**src/rtl/i2s_in.sv**
```systemverilog
// I2S deserializer: recovers signed left/right words from sdin against local sclk/lrclk,
// emits one valid pulse per stereo pair, flags half-frame length errors and reports lock.
module i2s_in #(
    parameter int dsz   = 16,
    parameter int slots = 32
) (
    input  logic                  clk,
    input  logic                  reset,
    input  logic                  sclk,
    input  logic                  lrclk,
    input  logic                  sdin,
    output logic signed [dsz-1:0] l_data,
    output logic signed [dsz-1:0] r_data,
    output logic                  valid,
    output logic                  frame_err,
    output logic                  locked
);

    localparam int cw = $clog2(slots + 1);

    typedef enum logic [1:0] {SYNC, LEFT, RIGHT} state_t;

    state_t           state;
    logic [1:0]       sd_sync;
    logic [1:0]       sclk_dly;
    logic [1:0]       lr_dly;
    logic             sclk_d3;
    logic             lr_d3;
    logic             srise;
    logic             lredge;
    logic             lr_new;
    logic             bit_in;
    logic [cw-1:0]    cnt;
    logic [cw-1:0]    cnt_adv;
    logic [dsz-1:0]   shreg;
    logic [dsz-1:0]   shift_adv;
    logic [dsz-1:0]   hold;

    // Edge pulses and the data bit are registered together so they stay aligned.
    always_ff @(posedge clk or posedge reset) begin
        if (reset) begin
            sd_sync  <= '0;
            sclk_dly <= '0;
            lr_dly   <= '0;
            sclk_d3  <= 1'b0;
            lr_d3    <= 1'b0;
            srise    <= 1'b0;
            lredge   <= 1'b0;
            lr_new   <= 1'b0;
            bit_in   <= 1'b0;
        end else begin
            sd_sync  <= {sd_sync[0], sdin};
            sclk_dly <= {sclk_dly[0], sclk};
            lr_dly   <= {lr_dly[0], lrclk};
            sclk_d3  <= sclk_dly[1];
            lr_d3    <= lr_dly[1];
            srise    <= sclk_dly[1] & ~sclk_d3;
            lredge   <= lr_dly[1] ^ lr_d3;
            lr_new   <= lr_dly[1];
            bit_in   <= sd_sync[1];
        end
    end

    // A rise coinciding with an lrclk edge is folded in before the length check.
    always_comb begin
        cnt_adv   = cnt;
        shift_adv = shreg;
        if (srise) begin
            if (cnt != cw'(slots)) begin
                cnt_adv = cnt + cw'(1);
            end
            if (cnt >= cw'(1) && cnt <= cw'(dsz)) begin
                shift_adv = {shreg[dsz-2:0], bit_in};
            end
        end
    end

    always_ff @(posedge clk or posedge reset) begin
        if (reset) begin
            state     <= SYNC;
            cnt       <= '0;
            shreg     <= '0;
            hold      <= '0;
            l_data    <= '0;
            r_data    <= '0;
            valid     <= 1'b0;
            frame_err <= 1'b0;
            locked    <= 1'b0;
        end else begin
            valid     <= 1'b0;
            frame_err <= 1'b0;
            cnt       <= cnt_adv;
            shreg     <= shift_adv;
            case (state)
                SYNC: begin
                    if (lredge && !lr_new) begin
                        cnt   <= '0;
                        shreg <= '0;
                        state <= LEFT;
                    end
                end
                LEFT: begin
                    if (lredge) begin
                        if (cnt_adv == cw'(slots)) begin
                            hold  <= shift_adv;
                            cnt   <= '0;
                            shreg <= '0;
                            state <= RIGHT;
                        end else begin
                            frame_err <= 1'b1;
                            locked    <= 1'b0;
                            state     <= SYNC;
                        end
                    end
                end
                RIGHT: begin
                    if (lredge) begin
                        if (cnt_adv == cw'(slots)) begin
                            l_data <= hold;
                            r_data <= shift_adv;
                            valid  <= 1'b1;
                            locked <= 1'b1;
                            cnt    <= '0;
                            shreg  <= '0;
                            state  <= LEFT;
                        end else begin
                            frame_err <= 1'b1;
                            locked    <= 1'b0;
                            state     <= SYNC;
                        end
                    end
                end
                default: state <= SYNC;
            endcase
        end
    end

endmodule

```
**config.mk**
```make
export PLATFORM = sky130hd
export DESIGN_NAME = i2s_in
export DESIGN_NICKNAME = d
export VERILOG_FILES = /design/src/rtl/i2s_in.sv
export SDC_FILE = /design/constraint.sdc
export NUM_CORES = 1
export LEC_CHECK = 0
export ABC_AREA = 0
export CORE_MARGIN = 2
export CORE_UTILIZATION = 50
export CTS_CLUSTER_DIAMETER = 30
export DETAILED_ROUTE_END_ITERATION = 16
export PLACE_DENSITY = 0.73
export SETUP_SLACK_MARGIN = 0.3
export SLEW_MARGIN = 0
export SYNTH_ARGS = -nofsm -noshare
export SYNTH_HDL_FRONTEND = slang
export SYNTH_SLANG_ARGS = --single-unit
```
**constraint.sdc**
```tcl
create_clock -name clk -period 8.8 [get_ports clk]
set_input_delay 1.76 -clock clk [delete_from_list [all_inputs] [get_ports clk]]
set_output_delay 1.76 -clock clk [all_outputs]
set_load 0.01 [all_outputs]
```
==> flow_results.org <==
** Detailed routing
- After detailed routing, the total wire length is about 5800 um.
- Via count of the routed design :: roughly 2100
- ANT nets after route :: 0
- Final routed DRC violation total :: 0
- Routed wirelength normalized by instance count :: between 10 and 15 um
- The first TritonRoute pass finished after 4 iterations.
- Initial DRC Count :: 83
- Using the TritonRoute via totals, the vias-per-cell ratio works out to ~5.2.

** Floorplanning
- I/O pin count :: 40
- For this configuration, the core starts out at a cell density of around 51%.
- Width of the chip :: approximately 90 um
- Chip Height :: between 80 and 90 um
- DIE AREA :: between 0.008 and 0.009 mm2
- Placeable core region :: around 0.0072 mm2
- In this run the core area contains 31 standard-cell rows.

** Critical path
- Startpoint of the worst register-to-register path :: cnt[0]$_DFF_PP0_
- For the worst flop-to-flop path, the logic depth is 7.
- Critical Path Sink Type :: register
- The worst register-to-register path ends at hold[10]$_DFFE_PP0P_.
- Category of the critical setup timing path :: register to register
- In this run the worst setup path begins at cnt[0]$_DFF_PP0_.
- Required time worst endpoint :: 9.05 ns
- Data arrives at the worst endpoint at between 3 and 4 ns.
- Sort of element at the start of the critical path :: register
- For flop-to-flop paths, the worst setup slack is roughly 5.7 ns.
- In this run the worst path has a maximum fanout of 16.

** Finish
- The finished cells cover 0.00435 mm2.
- Count of non-filler cells in the finished layout :: roughly 400
- The repair_antennas step left the layout with diodes totalling 0.
- The area growth from synthesis to layout is 18.2%.
- For this run, the share of the core covered by cells in the final layout is 60.6%.
- Cells with a size suffix above 1 make up slightly below 20% of the layout.
- In the final design database the tool counted 310 nets.

** GRT
- The number of antenna violations at the first check in global routing was 0.
- Summed over all layers, the global routing overflow is 0.
- The via count of the first global-routing pass is approximately 2100.
- The first global-routing pass estimated just over 10000 um of wire.
- Gr usage total :: approximately 16%
- Entering global routing, the biggest net connects between 80 and 90 pins.

** STA
- On the final layout, the worst hold slack is ~0.35 ns.
- Of the available clock period, the critical path in the final layout requires between 30 and 40%.
- Setup_tns :: 0 ns
- Max-slew violation total from the final report :: 0
- Worst rel slew slack :: approximately 26%
- The routed design could run at a clock period as short as 3.11 ns.
- Static timing analysis puts the maximum clock frequency at between 300 and 400 MHz.
- Setup repair after global routing left no endpoint under its margin.
- The clock arrives with between 0.008 and 0.009 ns of skew.
- The number of hold violations in the final report came to 0.
- Setup violations remaining at the end of the flow were counted as 0.
- Slew of the pin with the lowest slew margin :: around 1.1 ns

** Power and ir drop
- Peak ir drop on the vdd network :: around 0.12 mV
- Total power divided by cell area :: between 150 and 200 mW/mm2
- Reported leakage power :: roughly 2.1 nW

** Worst hold path
- The worst hold path passes through 0 cells.
- In this run the most critical hold path is launched from lr_dly[0]$_DFF_PP0_.
- For hold timing, the worst endpoint is lr_dly[1]$_DFF_PP0_.
- The tightest min-delay check is of the register to register type.

** Clock network
- Master cell of the clock root buffer :: clkbuf_8
- Once the clock tree was built, the setup fixing pass inserted 0 buffers.
- H-tree levels :: 3
- The clock reaches the later pin of the worst-skew pair after 0.35 ns.
- CTS tree :: built
- No sink is reached through more buffers than the 2 on the longest clock path.
- Post-CTS sizing :: 0
- Clk sink count :: 86
- Buffers inserted to repair hold after CTS numbered 0.
- Number of clock buffers inserted by TritonCTS :: 9
- Clk pin slew, worst setup/hold paths :: about 0.090 ns

** Run
- The tool flagged a number of max-cap violations equal to 0.

** Logic synthesis
- Top post-synthesis cells by count :: dfrtp_1 (86), mux2_1 (39), mux2_2 (25)
- Of the synthesized area, sequential elements account for 58.5%.
- Cell area after synthesis :: 0.00368 mm2
- Counting flops with a built-in enable in the synthesized netlist gives 0.
- Share of the synthesized area in the top cell type :: approximately three fifths
- In this run, synthesis produced a sequential element count of between 80 and 90.
- Most area-consuming cells after synthesis :: dfrtp_1 (59%), mux2_1 (12%), mux2_2 (7.7%), ha_1 (2.7%), a21boi_0 (1.8%)
- Synthesis produced a netlist whose cell count is between 200 and 300.
- Most common cell in the netlist :: dfrtp_1
- During synthesis, Yosys emitted a total of 0 warnings.
- Each instance of the synthesized netlist takes up on average approximately 14 um2.
- Count of different cell masters after synthesis :: 40
- After synthesis, the share of flip-flops with an asynchronous set or reset is 100%.
- Synthesized net count :: approximately 270
- Cell type contributing the most total cell area after synthesis :: dfrtp_1
- Main synth FF type :: dfrtp_1

** Placement
- The placed instances occupy a cell area of 0.00413 mm2.
- At the end of routability-driven placement, the weighted congestion stood at 0.782.
- Summed over all nets, the half-perimeter wirelength after detailed placement is around 3700 um.
- Placed instance count :: 385
- Number of buffers inserted by port buffering :: 39

** Run status
- The flow ran to the end, and the final reports show no timing, DRC or antenna violations.
## stage by stage
stage / total power [W] / setup WS [ns]
2_1_floorplan: 0.000542 / 4.82
3_3_place_gp: 0.000572 / 5.62
3_5_place_dp: 0.000577 / 5.62
4_1_cts: 0.000870 / 5.65
5_1_grt: 0.000910 / 5.45
6_report: 0.000860 / 5.69
## sequential cells by signal, summed over array words and instances (netlist names)
signal and flops:
hold 16, lr_new 1, l_data 16, sclk_d3 1, sd_sync 2, r_data 16, locked 1, bit_in 1
sclk_dly 2, frame_err 1, state 2, valid 1, shreg 16, lr_dly 2, srise 1, lredge 1
cnt 6
## worst max-delay path by stage
stage / cells after the start / slack (ns) / to
detailed placement: 3 / 5.62 / l_data[10]$_DFFE_PP0P_
finish: 7 / 5.69 / hold[10]$_DFFE_PP0P_
floorplan: 1 / 4.82 / bit_in$_DFF_PP0_
global route: 7 / 5.45 / hold[13]$_DFFE_PP0P_
global placement: 3 / 5.62 / l_data[10]$_DFFE_PP0P_
CTS: 7 / 5.65 / hold[10]$_DFFE_PP0P_
## metal layers
layer	track usage, %	vias to the layer above	wire length (um)
li1	-	981	-
met1	21.8	1053	2770
met2	23.7	40	2680
met3	2.93	13	156
met4	10.0	0	176
met5	0	-	0
## worst max-delay path, stage by stage (launching register included)
cell and delay, ns:
dfrtp_1 0.50, inv_1 0.12, ha_1 0.25, and3_1 0.18
a22oi_1 0.33, o2111ai_4 0.25, nor4b_4 0.95, mux2_2 0.43
## area by class of cell
cell class	count	area [um2]
sequential	86	2150
clock inverter	5	66.3
timing repair buffer	42	413
inverter	8	31.3
tap	99	124
multi-input combinational	150	1410
clock buffer	11	151
fill	574	2830
## power breakdown
| part | internal [W] | switching [W] | total [W] | leakage [nW] |
|---|---|---|---|---|
| Combinational | 0.0000547 | 0.0000896 | 0.000144 | 0.790 |
| Sequential | 0.000409 | 0.0000150 | 0.000424 | 1.17 |
| Clock | 0.000150 | 0.000143 | 0.000292 | 0.108 |
| Total | 0.000613 | 0.000247 | 0.000860 | 2.07 |
## cells in the final DEF, fill, tap and decap left out, drive strengths merged, types with 2 or more instances in the layout
master / instances
o21ai: 2
nand2b: 2
nor3: 7
clkbuf: 11
clkinv: 3
nor2b: 2
xnor2: 2
and3: 2
mux2: 64
xor2: 2
a21boi: 16
buf: 3
dfrtp: 86
a31o: 2
nor4b: 2
clkdlybuf4s50: 39
a21oi: 6
ha: 8
nor2: 9
nand2: 9
inv: 8
## cell families (layout without fill, tap and decap cells)
family                     count (synthesis)  count (layout)  share of synthesized area [%]
adders and majority gates                  8               8                           2.72
and+or+nand+nor                           38              38                           6.43
DFF                                       86              86                           58.5
muxes                                     65              65                           19.9
AOI/OAI and AO/OA                         35              35                           8.34
buffers and inverters                     19              66                           3.13
xor gates and xnor gates                   4               4                          0.953
Power figures use the tool's default switching activity.
